$ cat src/rtl/ifetch_unit.sv
// rtl/ifetch_unit.sv - instruction fetch stage: PC accept, held imem read, decode handshake
// Optional feature: define IFETCH_ALIGN_CHECK_EN to fault on misaligned PCs.
module ifetch_unit #(
    parameter int ADDR_W = 32,
    parameter int DATA_W = 32
) (
    input  logic              clock,
    input  logic              reset,
    input  logic [ADDR_W-1:0] pc,
    input  logic              pc_valid,
    output logic              pc_take,
    input  logic              flush,
    output logic              imem_req,
    output logic [ADDR_W-1:0] imem_addr,
    input  logic              imem_ack,
    input  logic [DATA_W-1:0] imem_rdata,
    output logic [DATA_W-1:0] instr,
    output logic [ADDR_W-1:0] instr_pc,
    output logic              instr_valid,
    input  logic              decode_ready,
    output logic              fetch_fault
);

    typedef enum logic [1:0] {IDLE, REQ, VALID} state_t;

    state_t            state;
    state_t            state_next;
    logic              flush_pending;
    logic [ADDR_W-1:0] req_pc;
    logic              accept_slot;
    logic              accept_ok;
    logic              misaligned;
    logic              issue;
    logic              capture;
    logic              fault_q;

    // A new PC may be taken from IDLE, or from VALID on the very edge decode consumes the word.
    assign accept_slot = (state == IDLE) || (state == VALID && decode_ready && !flush);
    assign accept_ok   = accept_slot && pc_valid && !flush && !fault_q;
    assign issue       = accept_ok && !misaligned;

`ifdef IFETCH_ALIGN_CHECK_EN
    logic fault_set;

    assign misaligned = (pc[1:0] != 2'b00);
    assign fault_set  = accept_ok && misaligned;

    always_ff @(posedge clock or negedge reset) begin
        if (!reset) begin
            fault_q <= 1'b0;
        end else if (flush) begin
            fault_q <= 1'b0;
        end else if (fault_set) begin
            fault_q <= 1'b1;
        end
    end
`else
    assign misaligned = 1'b0;
    assign fault_q    = 1'b0;
`endif

    assign fetch_fault = fault_q;

    always_ff @(posedge clock or negedge reset) begin
        if (!reset) begin
            state <= IDLE;
        end else begin
            state <= state_next;
        end
    end

    always_comb begin
        state_next = state;
        capture    = 1'b0;
        case (state)
            IDLE:  state_next = IDLE;
            REQ: begin
                if (imem_ack) begin
                    capture    = !(flush || flush_pending);
                    state_next = capture ? VALID : IDLE;
                end
            end
            VALID: begin
                if (flush || decode_ready) begin
                    state_next = IDLE;
                end
            end
            default: state_next = IDLE;
        endcase
        if (issue) begin
            state_next = REQ;
        end
    end

    always_ff @(posedge clock or negedge reset) begin
        if (!reset) begin
            pc_take       <= 1'b0;
            imem_req      <= 1'b0;
            imem_addr     <= '0;
            req_pc        <= '0;
            flush_pending <= 1'b0;
            instr         <= '0;
            instr_pc      <= '0;
            instr_valid   <= 1'b0;
        end else begin
            pc_take <= issue;

            if (issue) begin
                imem_req  <= 1'b1;
                imem_addr <= pc;
                req_pc    <= pc;
            end else if (state == REQ && imem_ack) begin
                imem_req <= 1'b0;
            end

            // The request cannot be retracted, so a flush while waiting only marks the reply stale.
            if (state == REQ) begin
                if (imem_ack) begin
                    flush_pending <= 1'b0;
                end else if (flush) begin
                    flush_pending <= 1'b1;
                end
            end

            if (capture) begin
                instr       <= imem_rdata;
                instr_pc    <= req_pc;
                instr_valid <= 1'b1;
            end else if (state == VALID && (flush || decode_ready)) begin
                instr_valid <= 1'b0;
            end
        end
    end

endmodule

$ cat config.mk
export PLATFORM = sky130hd
export DESIGN_NAME = ifetch_unit
export DESIGN_NICKNAME = d
export VERILOG_FILES = /design/src/rtl/ifetch_unit.sv
export SDC_FILE = /design/constraint.sdc
export NUM_CORES = 1
export LEC_CHECK = 0
export CORE_ASPECT_RATIO = 1.5
export CORE_UTILIZATION = 44
export CTS_BUF_LIST = sky130_fd_sc_hd__clkbuf_4 sky130_fd_sc_hd__clkbuf_8
export CTS_CLUSTER_DIAMETER = 30
export DETAILED_ROUTE_END_ITERATION = 10
export PLACE_DENSITY = 0.85
export SETUP_SLACK_MARGIN = 0.2
export SLEW_MARGIN = 20
export SYNTH_ARGS = -nofsm -noshare
export SYNTH_HDL_FRONTEND = slang
export SYNTH_SLANG_ARGS = --single-unit
$ cat constraint.sdc
create_clock -name clock -period 2 [get_ports clock]
set_clock_uncertainty 0.05 [all_clocks]
set_input_delay 0.3 -clock clock [delete_from_list [all_inputs] [get_ports clock]]
set_output_delay 0.3 -clock clock [all_outputs]
set_load 0.005 [all_outputs]
Word-level counts from Yosys, hierarchy flattened. Cells that the tools add are included.

Bits of input ports: 70. Output and inout bits: 100. Bits in registers: 102.

Eq/ne operators: 4. Reduce and logical (&&, ||, !) cells: 17. Multiplexer cells: 13.

Operators with widths (count): $mux 1 (8); $mux 2 (4); $logic_and 1x1->1 (6); $reduce_bool 2->1 (3); $pmux 2 s2 (1); $reduce_and 2->1 (2); $logic_or 1x1->1 (3); $ne 3x2->1 const B (1); $ne 3x3->1 const B (1); $eq 2x1->1 const B (1); $eq 2x2->1 const B (1); $logic_not 1->1 (2); $logic_not 2->1 (1).

Longest topological paths before layout.
Depth in word-level cells: 8. Gate-level depth with buffers: 5. Depth with buffers taken out: 3.

Least setup slack after synthesis. OpenSTA, ideal clock, no wires.

Path kind: reg-to-reg. Start point: register state[0]. End point: register instr[29]. Path buffers: 2. Arrival time: 1290 ps. Period minus slack after synthesis: 1465 ps. Cell stages (with the launch flop): 6. Path slack: 535 ps. Path through: dfrtp_1 > and2b_2 > nand3_2 > buf_6 > buf_6 > mux2_4.

Longest elaborated chain between the ends: 2.

Ends and longest elaborated chain: from (decl) (line 26) `state_t state;`; from (signal assigned) (line 68) `state <= state_next;`; $eq 2x1->1 (line 75) `case (state)`; $mux 1 (line 75); to (signal assigned) (line 126) `instr <= imem_rdata;`; to (decl) (line 17) `output logic [DATA_W-1:0] instr,`.

Every way passes these cells. A chain may end at the register's enable or synchronous reset.

Final worst setup path.
Start point: register state[0]. End point: register instr[23].

Same word-level chain as after synthesis.

==> impl_results.md <==
* First-pass GRT wire length at 14030 um
* Unique masters post-synth at 19
* Register cell area after layout at 0.002552 mm^2
* Gpl congestion at 0.7476
* Root Buffer: clkbuf_8
* Worst Path Arrival at 1.82 ns
* Crit path launch type: flip-flop
* Synth Instances at 228
* Crit path max fanout at 41
* Detailed placer's ending HPWL at 6415 um
* Total of max-cap violations at 0
* DRC at 0
* Hold WS at 0.3667 ns
* Cts bufs inserted at 9
* Initial antenna violation count at 0
* Cell Rows at 42
* Filler instances at 629
* Gr ovfl total at 0
* Die X at 79.76 um
* FF-to-FF path depth at 4
* Antenna cells at 0
* Worst R2R Setup Slack at 0.37 ns
* Critical Path RT at 2.19 ns
* Core Region at 0.008828 mm^2
* Total track usage at 19.91%
* Post-cts repair resize count at 0
* Crit path kind: reg -> reg
* Final wirelength at 8751 um
* Status: completed
* Num Clock Sinks at 102
* Peak VDD IR at 687.8 uV
* Reg2Reg Capture Point: instr[23]
* First-iteration detailed-routing DRC count at 67
* Power Density at 1295 mW/mm^2
* Synth Warn # at 0
* H-tree Lvls at 3
* Detailed-router iteration count before antenna repair at 4
* Area growth syn-to-layout at 50.89%
* CTS Buffer Depth at 2
* Clk_lat worst skew at 0.35 ns
* Final Setup Violations at 0
* Die Span Y at 118.6 um
* Hold WC Path Type: in -> async
* Multi-input gate area at 0.001330 mm^2
* Critical-path cell list: and2b_2 > nand3_4 > buf_12 > mux2_2
* Setup TNS at 0 ns
* Layout cells sized above 1 at 28.75%
* Area leader, netlist: dfrtp_1
* Max incr delay on CP at 0.42 ns
* Synthesized area per cell at 17.50 um^2
* Die area at 0.009461 mm^2
* Vias in the first global route at 2739
* FF+latch count, synth at 102
* Final Net Count at 472
* Final worst-path cycle share at 81.51%
* Starting Density at 45.20%
* Worst Setup End Kind: flip-flop
* Max Clk Rate at 613.4 MHz
* Top post-synthesis cells by area: dfrtp_1, mux2_2, mux2_4, buf_6, mux2_1
* Drt via density at 4.801
* CTS tree: yes
* Worst path slowest cell: dfrtp_1
* Synth Cell Area at 0.003990 mm^2
* Reg-to-reg startpoint: state[0]
* DR WL/cell at 16.93 um
* Post-synthesis sequential area ratio at 63.97%
* Synth top area share at 63.97%
* Syn Nets at 298
* Detail Route Antenna Nets at 0
* Worst-path clk slew at 0.09 ns
* Unrepaired setup endpoints after global routing: no
* Fin crit period at 1.630 ns
* Leakage at 0.002693 uW
* Final Hold Fails at 0
* Io pins at 170
* Largest net degree at the start of global routing at 51
* Max Slew Vio Count at 0
* Vias at 2482
* PortBufs at 168
[flip-flops by register name, indices dropped and copies added (netlist names)]
| register | count |
|---|---|
| imem_req | 1 |
| pc_take | 1 |
| instr | 32 |
| flush_pending | 1 |
| instr_pc | 32 |
| req_pc | 32 |
| instr_valid | 1 |
| state | 2 |
[Yosys cell counts]
| library cell | number |
|---|---|
| o21ai_0 | 1 |
| buf_2 | 3 |
| a21oi_1 | 2 |
| mux2_2 | 53 |
| mux2_1 | 5 |
| and3_1 | 1 |
| dfrtp_1 | 102 |
| nor2_1 | 3 |
| conb_1 | 1 |
| buf_4 | 1 |
| a21o_1 | 2 |
| o31ai_1 | 1 |
| nand2b_1 | 2 |
| buf_6 | 8 |
| mux2_4 | 38 |
| nand2_1 | 2 |
| and2b_2 | 1 |
| nand3_2 | 1 |
| inv_1 | 1 |
[worst max-delay path: cells and delay by family (launching register included)]
family | cells | cell delay [ns]
flops | 1 | 0.42
simple gates | 2 | 0.37
buf+inv | 1 | 0.25
mux | 1 | 0.38
[layer usage]
| layer | vias to the layer above | part of all wire [%] | wire length, um | GRT usage, % |
|---|---|---|---|---|
| met5 | - | 0 | 0 | 0 |
| met4 | 0 | 2.9 | 253 | 9.710 |
| met3 | 18 | 6.2 | 542 | 5.019 |
| met2 | 102 | 52 | 4546 | 32.53 |
| met1 | 1232 | 39 | 3407 | 24.15 |
| li1 | 1130 | - | - | - |
[placed cells by master, fill, tap and decap left out, drive strengths merged]
cell / synthesis / final
nand3: 1 / 1
dlygate4sd3: 0 / 1
and3: 1 / 1
a21o: 2 / 2
nor2: 3 / 3
mux2: 96 / 96
o21ai: 1 / 1
a21oi: 2 / 2
clkbuf: 0 / 14
clkinv: 0 / 2
clkdlybuf4s50: 0 / 167
and2b: 1 / 1
buf: 12 / 7
nand2: 2 / 2
o31ai: 1 / 1
dfrtp: 102 / 102
nand2b: 2 / 2
inv: 1 / 1
conb: 1 / 1
[kinds of logic (layout without fill, tap and decap cells)]
group | count (synthesis) | count (layout) | synth area share (%)
DFF | 102 | 102 | 63.97
muxes | 96 | 96 | 30.67
buffers and inverters | 13 | 192 | 2.916
and+or+nand+nor | 10 | 10 | 1.411
AOI/OAI and AO/OA | 6 | 6 | 0.9406
other | 1 | 1 | 0.09398
[worst max-delay path by stage]
stage	start	endpoint	slack [ns]	cells after the start
global placement	flush	instr[31]	0.13	5
global route	req_pc[28]	imem_addr[28]	0.31	1
CTS	req_pc[28]	imem_addr[28]	0.33	1
detailed placement	flush	instr[23]	0.08	5
finish	state[0]	instr[23]	0.37	4
floorplan	state[0]	instr[29]	0.54	5
[layout make-up]
type / instances / share of cell area [%]
repair buffers: 175 / 29.84
multi-input cells: 113 / 22.09
inverters: 1 / 0.06234
well taps: 110 / 2.286
clock buffers: 14 / 3.096
clock inverters: 2 / 0.2286
flip-flops and latches: 102 / 42.39
[per-stage QoR]
step | worst slack [ns] | cells | instance area [um^2] | total power [uW] | util (%)
floorplan | 0.5354 | 228 | 3990 | 4497 | -
detailed placement | 0.07635 | 500 | 5811 | 6621 | 65.82
finish | 0.3697 | 517 | 6021 | 7797 | 68.20
global route | 0.3092 | 517 | 6021 | 8256 | 68.20
global placement | 0.1294 | 500 | 5811 | 6495 | 65.82
CTS | 0.3316 | 517 | 6021 | 7912 | 68.20
[power by group]
group	switching, uW	leakage, uW	internal (uW)	total (uW)
clock	646	0.000106	604	1250
combinational	802	0.00136	2350	3150
sequential	498	0.00122	2900	3400
[what timing repair did]
item                      4_1_cts  5_1_grt
setup buffers                   0        0
hold buffers                    1        0
hold endpoints to repair       30        0
Power figures use the tool's default switching activity.
